===== src/rtl/vec_req_responder.sv =====
// Purpose: memory-side responder; round-robin arbitration across N requestors into a 2^AW x DW register file, with the response routed back to the requestor that issued it.
// Latency: a request accepted at edge t is presented on resp_* during the cycle after edge t+LAT-1. Throughput is one request per cycle.
// Backpressure: responses are never stalled. Only the granted requestor sees req_ready; the others hold their request until granted.
// Ports: clk/reset_n (async active-low); req_valid/req_we [N] and req_addr/req_wdata (packed N slices) in;
//        req_ready [N] one-hot grant (combinational); resp_valid [N] one-hot, resp_data [DW], busy out.
module vec_req_responder #(
  parameter int N   = 4,
  parameter int AW  = 4,
  parameter int DW  = 8,
  parameter int LAT = 2
) (
  input  logic            clk,
  input  logic            reset_n,
  input  logic [N-1:0]    req_valid,
  output logic [N-1:0]    req_ready,
  input  logic [N-1:0]    req_we,
  input  logic [N*AW-1:0] req_addr,
  input  logic [N*DW-1:0] req_wdata,
  output logic [N-1:0]    resp_valid,
  output logic [DW-1:0]   resp_data,
  output logic            busy
);

  localparam int IW = (N > 1) ? $clog2(N) : 1;

  logic [IW-1:0] r_ptr;
  logic [DW-1:0] r_mem [2**AW];

  // Response pipeline; stage LAT-1 drives the outputs.
  logic [LAT-1:0] r_vld;
  logic [IW-1:0]  r_id  [LAT];
  logic [DW-1:0]  r_dat [LAT];

  logic          w_gnt_vld;
  logic [IW-1:0] w_gnt_idx;
  logic [IW-1:0] w_cand;
  logic          w_we;
  logic [AW-1:0] w_addr;
  logic [DW-1:0] w_wdata;
  logic [DW-1:0] w_resp_dat;

  // Scan from ptr upward and wrap. The loop runs from the farthest
  // candidate down to the nearest, so the nearest valid requestor wins.
  always_comb begin
    w_gnt_vld = 1'b0;
    w_gnt_idx = '0;
    w_cand    = '0;
    for (int k = N - 1; k >= 0; k--) begin
      w_cand = IW'((int'(r_ptr) + k) % N);
      if (req_valid[w_cand]) begin
        w_gnt_vld = 1'b1;
        w_gnt_idx = w_cand;
      end
    end
  end

  always_comb begin
    req_ready = '0;
    if (w_gnt_vld) req_ready[w_gnt_idx] = 1'b1;
  end

  assign w_we       = req_we[w_gnt_idx];
  assign w_addr     = req_addr[w_gnt_idx*AW +: AW];
  assign w_wdata    = req_wdata[w_gnt_idx*DW +: DW];
  // A write echoes its own data. A read returns the contents from before this edge.
  assign w_resp_dat = w_we ? w_wdata : r_mem[w_addr];

  always_ff @(posedge clk or negedge reset_n) begin
    if (!reset_n) begin
      r_ptr <= '0;
    end else if (w_gnt_vld) begin
      if (w_gnt_idx == IW'(N - 1)) r_ptr <= '0;
      else                         r_ptr <= w_gnt_idx + 1'b1;
    end
  end

  always_ff @(posedge clk or negedge reset_n) begin
    if (!reset_n) begin
      for (int a = 0; a < 2**AW; a++) r_mem[a] <= '0;
    end else if (w_gnt_vld && w_we) begin
      r_mem[w_addr] <= w_wdata;
    end
  end

  always_ff @(posedge clk or negedge reset_n) begin
    if (!reset_n) begin
      r_vld <= '0;
      for (int s = 0; s < LAT; s++) begin
        r_id[s]  <= '0;
        r_dat[s] <= '0;
      end
    end else begin
      r_vld[0] <= w_gnt_vld;
      r_id[0]  <= w_gnt_idx;
      r_dat[0] <= w_resp_dat;
      for (int s = 1; s < LAT; s++) begin
        r_vld[s] <= r_vld[s-1];
        r_id[s]  <= r_id[s-1];
        r_dat[s] <= r_dat[s-1];
      end
    end
  end

  always_comb begin
    resp_valid = '0;
    if (r_vld[LAT-1]) resp_valid[r_id[LAT-1]] = 1'b1;
  end

  assign resp_data = r_vld[LAT-1] ? r_dat[LAT-1] : '0;
  assign busy      = |r_vld;

endmodule


===== config.mk =====
export PLATFORM = sky130hd
export DESIGN_NAME = vec_req_responder
export DESIGN_NICKNAME = d
export VERILOG_FILES = /design/src/rtl/vec_req_responder.sv
export SDC_FILE = /design/constraint.sdc
export NUM_CORES = 1
export LEC_CHECK = 0
export CORE_MARGIN = 2
export CORE_UTILIZATION = 44
export DETAILED_ROUTE_END_ITERATION = 10
export PLACE_DENSITY_LB_ADDON = 0.12
export SKIP_LAST_GASP = 1
export SYNTH_ARGS = -nofsm -noshare
export SYNTH_HDL_FRONTEND = slang
export SYNTH_SLANG_ARGS = --single-unit

===== constraint.sdc =====
create_clock -name clk -period 3.2 [get_ports clk]
set_clock_uncertainty 0.15 [all_clocks]
set_input_delay 0.32 -clock clk [delete_from_list [all_inputs] [get_ports clk]]
set_output_delay 0.32 -clock clk [all_outputs]
set_load 0.005 [all_outputs]

==> results.md <==
* Clk sinks at 152
* # diodes at 0
* Period utilisation layout at 94.6%
* Synth warn at 0
* Final setup violation count at 0
* Worst Setup Start Kind: flip-flop
* Status: complete, no violations
* Worst-path clk slew at 60 ps
* Yosys cell types at 42
* Switch share at 33.6%
* Overflow after GRT at 0
* PwrDens at 1020 nW/um^2
* Initial Utilization at 45.3%
* Clock Tree Buf Depth at 2
* DR vias at 4887
* Max Cap Violations at 0
* Port Buffers at 74
* Die width at 135 um
* Synthesized Nets at 628
* Core Area at 16700 um^2
* # fillers at 1393
* WL/cell at 19.3 um
* Setup Total Neg Slack at 0 ps
* Detailed-route DRC error count at 0
* Root Driver: clkbuf_16
* Die ar. at 18300 um^2
* Setup CP Type: reg2out
* Synth Cell Area at 7570 um^2
* Sequential share of power at 33.9%
* #FFs+latches synth at 152
* Top post-synthesis cells by area: dfrtp_1, mux2_2, mux2i_1
* Fin crit period at 3030 ps
* VDD IR max at 507 uV
* Vias in the first global route at 5196
* Gpl congestion at 0.782
* Internal power at 6530 uW
* Register area share after synthesis at 50.2%
* WHS at 195 ps
* Post-DP HPWL at 12.5 mm
* Syn avg cell area at 13.4 um^2
* Rows at 47
* Worst slew pin tran at 772 ps
* 1st-pass router iterations at 4
* DR iter-0 viols at 244
* Slew Limit Fails at 0
* Logic pwr share at 43.8%
* H-tree levels at 4
* Crit path DAT at 2560 ps
* Fmax at 0.330 GHz
* Nets at 750
* RSZ-0062 raised after global routing: true
* Clock power share at 22.3%
* Global-route wire length before repair at 28.7 mm
* Max_slew headroom at 48.6%
* Routed WL at 17.7 mm
* Area growth, synth to finish at 27.5%
* Pin count of the biggest net entering global routing at 78
* Leakage at 0.00421 uW
* CP Capture Type: output port
* Num CTS Buffers at 17
* Die Height at 135 um
* Sw Pwr at 3300 uW
* CP Max Fanout at 17
* Ratio of cells with drive above 1 in the final layout at 38.5%
* Final Hold Fails at 0
* Global Route Usage Sum at 20.8%
* Non-filler instance count after layout at 921
* Share of the synthesized area in the top cell type at 50.2%
* CTS tree: yes
* Vias per cell at 5.31
* I/O Pins at 75
* Worst-skew pair later-pin latency at 420 ps
* Cell taking the most area after synthesis: dfrtp_1
* Hold Path Class: reg2reg
* CP required at 2730 ps
* Initial antenna violation count at 0
* Placed cells at 884
* Syn Inst Count at 566
* Detail Route Antenna Nets at 0
==> stage by stage <==
| step | power [uW] | area [um^2] | utilization (%) | setup WS [ps] |
|---|---|---|---|---|
| floorplan | 6120 | 7570 | - | 499 |
| global placement | 7520 | 8950 | 53.6 | -152 |
| detailed placement | 7670 | 8950 | 53.6 | -235 |
| CTS | 9880 | 9620 | 57.6 | 69.8 |
| global route | 10400 | 9660 | 57.8 | -5.44 |
| finish | 9830 | 9660 | 57.8 | 172 |
==> synth_stat cells (all sizes together) <==
cell	n
nor2b	6
inv	5
o211a	1
a22oi	7
a211oi	7
nor4	1
mux2	143
nor2	33
nor3b	1
a31oi	7
and3b	1
clkbuf	13
nor3	2
o211ai	1
and2	9
o21ai	1
and3	1
ha	4
nand2b	3
dfrtp	152
mux4	2
o22ai	7
mux2i	94
or2	2
nand2	9
nand3	19
buf	21
o221a	1
a21oi	13
==> repair_timing <==
item	4_1_cts	5_1_grt
resized for setup	0	2
hold buffers	1	0
hold endpoints to repair	74	0
buffers inserted	0	4
endpoints found under the setup margin	0	2
==> per-layer routing <==
layer,part of all wire [%],vias up,global-route usage (%)
li1,-,2294,-
met4,1.9,0,5.96
met3,3.3,20,4.60
met2,49,78,34.0
met1,46,2495,28.0
met5,0,-,0
==> flip-flops by register name, summed over array words and instances, names as in the netlist <==
register  cells
r_mem       128
r_dat        16
r_id          4
r_ptr         2
r_vld         2
==> layout make-up <==
cell class | count | area [um^2] | share of cell area [%]
Inverter | 5 | 18.8 | 0.194
Tap cell | 220 | 275 | 2.85
Clock inverter | 13 | 219 | 2.27
Multi-Input combinational cell | 375 | 3540 | 36.7
Sequential cell | 152 | 3800 | 39.4
Timing Repair Buffer | 137 | 1370 | 14.2
Clock buffer | 19 | 433 | 4.48
==> logic make-up after synthesis <==
group	synth area share, %
simple gates	6.97
compound gates	4.30
buf+inv	3.47
flops	50.2
fa+ha+maj	0.661
mux	34.4
==> power by group through the flow <==
stage          Combinational, uW  Sequential (uW)  Clock (uW)
2_1_floorplan               2910             3210           0
3_3_place_gp                4200             3310           0
5_1_grt                     4650             3450        2330
4_1_cts                     4310             3330        2230
6_report                    4310             3330        2190
3_5_place_dp                4300             3360           0
==> path summary, 6_finish.rpt <==
path                       depth (start not counted)  slack (ps)           end      from
max in group asynchronous                          3        1580     r_mem[54]   reset_n
hold / removal                                     0         190       r_id[0]   r_id[2]
setup / recovery                                   6         170  req_ready[3]  r_ptr[1]
setup reg to reg                                  12         180     r_dat[11]  r_ptr[1]
min in group asynchronous                          2         320      r_ptr[0]   reset_n
hold reg to reg                                    0         190       r_id[0]   r_id[2]
==> cells in the final DEF, fill, tap and decap left out, types with 4 or more instances in the layout <==
master / netlist / layout
dfrtp_1: 152 / 152
mux2_2: 143 / 142
mux2i_1: 92 / 92
clkdlybuf4s50_1: 0 / 73
buf_4: 2 / 50
nor2_1: 20 / 20
nand3_1: 17 / 17
clkbuf_16: 0 / 17
a21oi_1: 12 / 12
buf_12: 1 / 12
nor2_4: 10 / 10
and2_1: 9 / 9
nand2_1: 8 / 8
o22ai_1: 7 / 7
a22oi_1: 7 / 7
a31oi_1: 7 / 7
nor2b_1: 6 / 6
a211oi_2: 6 / 6
bufinv_16: 0 / 5
inv_1: 4 / 4
ha_1: 4 / 4
==> critical path: stages (launching register included) <==
cell and delay (ps):
dfrtp_1 450, o211a_1 270, nor3_4 320, buf_4 290
ha_1 170, nor2b_1 130, clkdlybuf4s50_1 520
No activity file was read; power rests on OpenSTA's default activity.
